## config.mk

```make
export PLATFORM = sky130hd
export DESIGN_NAME = neuron_mac
export DESIGN_NICKNAME = d
export VERILOG_FILES = /design/src/rtl/neuron_mac_pkg.sv /design/src/rtl/neuron_mac_sat_mac_unit.sv /design/src/rtl/neuron_mac.sv
export SDC_FILE = /design/constraint.sdc
export NUM_CORES = 1
export LEC_CHECK = 0
export ABC_AREA = 1
export CORE_MARGIN = 1.5
export CORE_UTILIZATION = 50
export DETAILED_ROUTE_END_ITERATION = 12
export PLACE_DENSITY_LB_ADDON = 0.25
export SETUP_SLACK_MARGIN = 0.5
export SLEW_MARGIN = 20
export SYNTH_ARGS = -nofsm -noshare
export SYNTH_HDL_FRONTEND = slang
export SYNTH_SLANG_ARGS = --single-unit
```

## constraint.sdc

```tcl
create_clock -name clk -period 8.1 [get_ports clk]
set_input_delay 0.81 -clock clk [delete_from_list [all_inputs] [get_ports clk]]
set_output_delay 0.81 -clock clk [all_outputs]
set_load 0.02 [all_outputs]
```

## src/rtl/neuron_mac_pkg.sv

```systemverilog
// Shared definitions for the neuron MAC: saturation limits, FSM encoding and
// width-generic saturating arithmetic helpers.
package neuron_mac_pkg;

    localparam int DATA_WIDTH = 16;
    localparam logic signed [DATA_WIDTH-1:0] SAT_MAX = {1'b0, {(DATA_WIDTH-1){1'b1}}};
    localparam logic signed [DATA_WIDTH-1:0] SAT_MIN = {1'b1, {(DATA_WIDTH-1){1'b0}}};

    typedef enum logic [1:0] {
        ACC   = 2'd0,
        DRAIN = 2'd1,
        BIAS  = 2'd2
    } state_t;

    // Clamp a sign-extended value into the signed range of a w-bit word (w < 64).
    function automatic logic signed [63:0] sat_clamp(input logic signed [63:0] v, input int w);
        logic signed [63:0] hi;
        logic signed [63:0] lo;
        hi = (64'sd1 <<< (w - 1)) - 64'sd1;
        lo = -(64'sd1 <<< (w - 1));
        if (v > hi)
            return hi;
        else if (v < lo)
            return lo;
        else
            return v;
    endfunction

    function automatic logic signed [63:0] sat_add(input logic signed [63:0] a,
                                                   input logic signed [63:0] b,
                                                   input int w);
        return sat_clamp(a + b, w);
    endfunction

endpackage

```

## src/rtl/neuron_mac_sat_mac_unit.sv

```systemverilog
// Multiply register, fixed-point rescale and saturating accumulator for the
// neuron MAC. Carries a valid/last tag alongside the two pipeline stages.
module neuron_mac_sat_mac_unit
    import neuron_mac_pkg::*;
#(
    parameter int dataWidth = DATA_WIDTH,
    parameter int fracBits  = 12
) (
    input  logic                        clk,
    input  logic                        rst_n,
    input  logic                        acc_en,
    input  logic                        acc_last,
    input  logic signed [dataWidth-1:0] in_data,
    input  logic signed [dataWidth-1:0] wout,
    input  logic                        clr,
    output logic signed [dataWidth-1:0] acc,
    output logic                        last_done
);

    localparam int PW = 2 * dataWidth;

    logic signed [dataWidth-1:0] in_d_reg;
    logic                        v0_reg, l0_reg, v1_reg, l1_reg;
    logic signed [PW-1:0]        prod_reg;
    logic signed [PW-1:0]        shifted;
    logic signed [dataWidth-1:0] acc_reg, acc_next;

    // The rescaled product is clamped to the word before it meets the accumulator.
    always_comb begin
        shifted  = prod_reg >>> fracBits;
        acc_next = dataWidth'(sat_add(64'(acc_reg), sat_clamp(64'(shifted), dataWidth), dataWidth));
    end

    always_ff @(posedge clk or negedge rst_n) begin
        if (!rst_n) begin
            in_d_reg <= '0;
            v0_reg   <= 1'b0;
            l0_reg   <= 1'b0;
            v1_reg   <= 1'b0;
            l1_reg   <= 1'b0;
            prod_reg <= '0;
            acc_reg  <= '0;
        end else begin
            v0_reg <= acc_en;
            l0_reg <= acc_en && acc_last;
            if (acc_en)
                in_d_reg <= in_data;
            v1_reg   <= v0_reg;
            l1_reg   <= l0_reg;
            prod_reg <= PW'(in_d_reg) * PW'(wout);
            if (clr)
                acc_reg <= '0;
            else if (v1_reg)
                acc_reg <= acc_next;
        end
    end

    assign acc       = acc_reg;
    assign last_done = v1_reg && l1_reg;

endmodule

```

## src/rtl/neuron_mac.sv

```systemverilog
// Neuron MAC top: weight-address counter, input handshake and ACC/DRAIN/BIAS FSM.
// Build option NEURON_RELU_EN applies ReLU to the output.
module neuron_mac
    import neuron_mac_pkg::*;
#(
    parameter int dataWidth    = DATA_WIDTH,
    parameter int fracBits     = 12,
    parameter int addressWidth = 10,
    parameter int numWeight    = 784
) (
    input  logic                        clk,
    input  logic                        rst_n,
    input  logic signed [dataWidth-1:0] in_data,
    input  logic                        in_valid,
    output logic                        in_ready,
    input  logic signed [dataWidth-1:0] bias,
    output logic                        ren,
    output logic [addressWidth:0]       raddr,
    input  logic signed [dataWidth-1:0] wout,
    output logic signed [dataWidth-1:0] out_data,
    output logic                        out_valid
);

    localparam int AW1 = addressWidth + 1;
    localparam logic [AW1-1:0] LAST_IDX = AW1'(numWeight - 1);

    state_t                      state_reg, state_next;
    logic [AW1-1:0]              cnt_reg, cnt_next;
    logic                        accept, is_last, fire, last_done;
    logic signed [dataWidth-1:0] acc;
    logic signed [dataWidth-1:0] sum_sat, result;
    logic signed [dataWidth-1:0] out_data_reg;
    logic                        out_valid_reg;

    assign in_ready = rst_n && (state_reg == ACC);
    assign accept   = in_valid && in_ready;
    assign ren      = accept;
    assign raddr    = cnt_reg;
    assign is_last  = (cnt_reg == LAST_IDX);

    neuron_mac_sat_mac_unit #(
        .dataWidth (dataWidth),
        .fracBits  (fracBits)
    ) u_mac (
        .clk       (clk),
        .rst_n     (rst_n),
        .acc_en    (accept),
        .acc_last  (is_last),
        .in_data   (in_data),
        .wout      (wout),
        .clr       (fire),
        .acc       (acc),
        .last_done (last_done)
    );

    always_comb begin
        sum_sat = dataWidth'(sat_add(64'(acc), 64'(bias), dataWidth));
`ifdef NEURON_RELU_EN
        result = sum_sat[dataWidth-1] ? '0 : sum_sat;
`else
        result = sum_sat;
`endif
    end

    always_comb begin
        state_next = state_reg;
        cnt_next   = cnt_reg;
        fire       = 1'b0;
        case (state_reg)
            ACC: begin
                if (accept) begin
                    if (is_last) begin
                        cnt_next   = '0;
                        state_next = DRAIN;
                    end else begin
                        cnt_next = cnt_reg + AW1'(1);
                    end
                end
            end
            DRAIN: begin
                if (last_done)
                    state_next = BIAS;
            end
            BIAS: begin
                fire       = 1'b1;
                state_next = ACC;
            end
            default: state_next = ACC;
        endcase
    end

    always_ff @(posedge clk or negedge rst_n) begin
        if (!rst_n) begin
            state_reg     <= ACC;
            cnt_reg       <= '0;
            out_data_reg  <= '0;
            out_valid_reg <= 1'b0;
        end else begin
            state_reg     <= state_next;
            cnt_reg       <= cnt_next;
            out_valid_reg <= fire;
            if (fire)
                out_data_reg <= result;
        end
    end

    assign out_data  = out_data_reg;
    assign out_valid = out_valid_reg;

endmodule

```

==> results.py <==
metrics = {
    "clock_tree": {
        "clk_latency_ns": 0.37,
        "root_buffer": "clkbuf_16",
        "cts-buffers-inserted": 9,
        "cts_tree": "built",
        "cts-resized-gates": 0,
        "clkTransAtPathRegs_ns": 0.07,
        "cts_hold_buf": 0,
        "clock_path_buffers": 2,
        "cts_setup_buffers": 0,
        "clock-sinks": 86,
        "htreeDepth": 3,
    },
    "global_route": {
        "grt_usage_pct": 24.8,
        "grt_pass1_wl_mm": 64.9,
        "grt_pass1_vias": 13600,
        "grt_overflow": 0,
        "antenna_found_initial": 0,
        "grt_max_degree": 69,
    },
    "floorplan": {
        "fp-row-count": 65,
        "die_w_um": 181,
        "core-area_sq_um": 31400,
        "fp.dieH_um": 181,
        "io_pins": 81,
        "dieArea_sq_um": 32900,
        "initial_utilization_pct": 50.6,
    },
    "yosys": {
        "yosysMostFrequentCell": "nand2_1",
        "synth_fp_nets": 2498,
        "synth.distinct_cells": 42,
        "muxShareOfSynthArea_pct": 0,
        "synthArstFlopShare_pct": 100,
        "yosys_register_bits": 86,
        "ys_top_cells_by_count": "nand2_1 (606), inv_1 (478), fa_1 (277)",
        "post_synth_instance_area_sq_um": 15900,
        "yosysSeqAreaShare_pct": 13.5,
        "synth_top_family_by_area": "adder cells",
        "synthAdderAreaFrac_pct": 44.1,
        "synth_area_leaders": "fa_1 (35%), nand2_1 (14%), dfrtp_1 (14%), inv_1 (11%), ha_1 (9.2%)",
        "synth_ff_type": "dfrtp_1",
        "synth-edff-count": 0,
        "avgSynthCellArea_sq_um": 7.74,
        "yosys.area.top_type": "fa_1",
        "yosys_warnings": 0,
        "netlist_instances": 2053,
        "synth_top_area_share_pct": 34.9,
        "synth_compound_area_share_pct": 4.56,
        "yosys.area_share.xor_xnor_pct": 2.86,
        "synth-simple-area-share_pct": 21.7,
    },
    "setup_path": {
        "critPathArrivalTime_ns": 7.15,
        "crit_fanout": 15,
        "cp-start-kind": "input port",
        "worstPathRequired_ns": 8.34,
        "crit_path_start": "wout[1]",
        "crit_path_end_kind": "register",
        "r2r_start": "u_mac.in_d_reg[15]",
        "worstSetupPathType": "input port to register",
    },
    "timing": {
        "finalSetupViolCount": 0,
        "slew_violations": 0,
        "tightest_slew_ns": 1.01,
        "max_slew_margin_pct": 32.3,
        "hold_violations": 0,
        "finalSetupTns_ns": 0,
        "fin_skew_ns": 0.0121,
        "fin_crit_sh_pct": 85.3,
        "rsz0062_at_grt": "no",
        "fmax_mhz": 145,
        "finalCriticalPeriod_ns": 6.91,
    },
    "routing": {
        "viasPerCell": 5.07,
        "first_pass_iters": 5,
        "ant_nets": 0,
        "via_count": 12600,
        "wire_per_inst_um": 15.1,
        "drt-total-wl_mm": 37.5,
        "drcViolationCount": 0,
        "drtIter0Drc": 672,
    },
    "cells_and_area": {
        "area_growth_syn_to_layout_pct": 8.56,
        "drive_gt1_share_pct": 3.60,
        "final_area_sq_um": 17300,
        "fin_nets": 2526,
        "diodes": 0,
        "largest_reg_flops": 20,
        "postLayoutCoreUtil_pct": 55.0,
    },
    "place": {
        "place_congestion": 0.889,
        "io_buffer_count": 80,
        "placed_cell_area_sq_um": 17000,
        "post-dp-hpwl_mm": 31.5,
    },
    "outcome": {
        "outcome": "completed",
    },
    "worst_hold_path": {
        "min_path_type": "input port to async pin",
    },
    "flow_run": {
        "cap_violations": 0,
    },
}
## final cells by class
cell class / count / area, sq um
Sequential cell: 86 / 2150
Fill cell: 2961 / 14100
Inverter: 480 / 1800
Tap cell: 402 / 503
Timing Repair Buffer: 90 / 873
Multi-Input combinational cell: 1414 / 11600
Clock inverter: 7 / 72.6
Clock buffer: 9 / 225
## logic make-up after synthesis
| family | Yosys count |
|---|---|
| simple gates | 835 |
| xor+xnor | 52 |
| flops | 86 |
| buf+inv | 553 |
| compound gates | 133 |
| fa+ha+maj | 394 |
## through the flow
stage	hold WS [ns]	instances	setup slack, ns
floorplan	0.331	2053	1.79
global placement	0.333	2472	1.04
detailed placement	0.342	2472	0.848
CTS	0.330	2488	1.21
global route	0.331	2488	0.860
finish	0.326	2488	1.19
## final timing paths
kind | end | slack [ns] | cells after the start
min reg2reg | u_mac.v1_reg | 0.35 | 0
min in group clk | u_mac.v1_reg | 0.35 | 0
max | u_mac.prod_reg[28] | 1.19 | 21
max in group asynchronous | u_mac.prod_reg[24] | 6.64 | 2
max reg2reg | u_mac.prod_reg[28] | 1.67 | 20
min | raddr[7] | 0.33 | 1
## worst max-delay path: stages
cell and delay [ns]:
clkdlybuf4s50_1 0.88, nand2_1 0.20, inv_1 0.17, fa_1 0.59
fa_1 0.60, inv_1 0.05, fa_1 0.51, inv_1 0.05
fa_1 0.49, fa_1 0.54, fa_1 0.50, ha_1 0.38
a21oi_1 0.20, o21ai_0 0.11, a21oi_1 0.15, nand3_1 0.14
nand2_1 0.08, nand2_1 0.08, a31oi_1 0.29, o21ai_0 0.16
xor2_1 0.16
## routing by layer
metal	GRT usage, %	wire [um]	vias to the layer above
met3	2.74	2030	64
li1	-	-	6094
met1	31.0	15600	6097
met2	45.3	19000	360
met4	6.73	884	0
met5	0	0	-
## placed cells by master, fill, tap and decap left out, drive strengths merged, types with 2 or more instances in the layout
| cell type | synthesis | layout |
|---|---|---|
| buf | 4 | 11 |
| nor3 | 22 | 22 |
| nor3b | 2 | 2 |
| nand2 | 616 | 616 |
| a31oi | 3 | 3 |
| nor4 | 6 | 6 |
| ha | 117 | 117 |
| a21oi | 86 | 86 |
| o31ai | 2 | 2 |
| clkdlybuf4s50 | 0 | 79 |
| o21ai | 28 | 28 |
| and2 | 3 | 3 |
| a211oi | 2 | 2 |
| nor2 | 90 | 90 |
| fa | 277 | 277 |
| nand3 | 54 | 54 |
| clkinv | 1 | 3 |
| clkbuf | 68 | 9 |
| o21bai | 3 | 3 |
| inv | 479 | 483 |
| nand3b | 3 | 3 |
| o21a | 2 | 2 |
| o211ai | 2 | 2 |
| or2 | 23 | 23 |
| a21o | 3 | 3 |
| xor2 | 33 | 33 |
| dfrtp | 86 | 86 |
| nand4 | 16 | 16 |
| xnor2 | 19 | 19 |
Power is not shown: default switching activity piles up to over one toggle a cycle in this logic, so the estimate is an artifact.
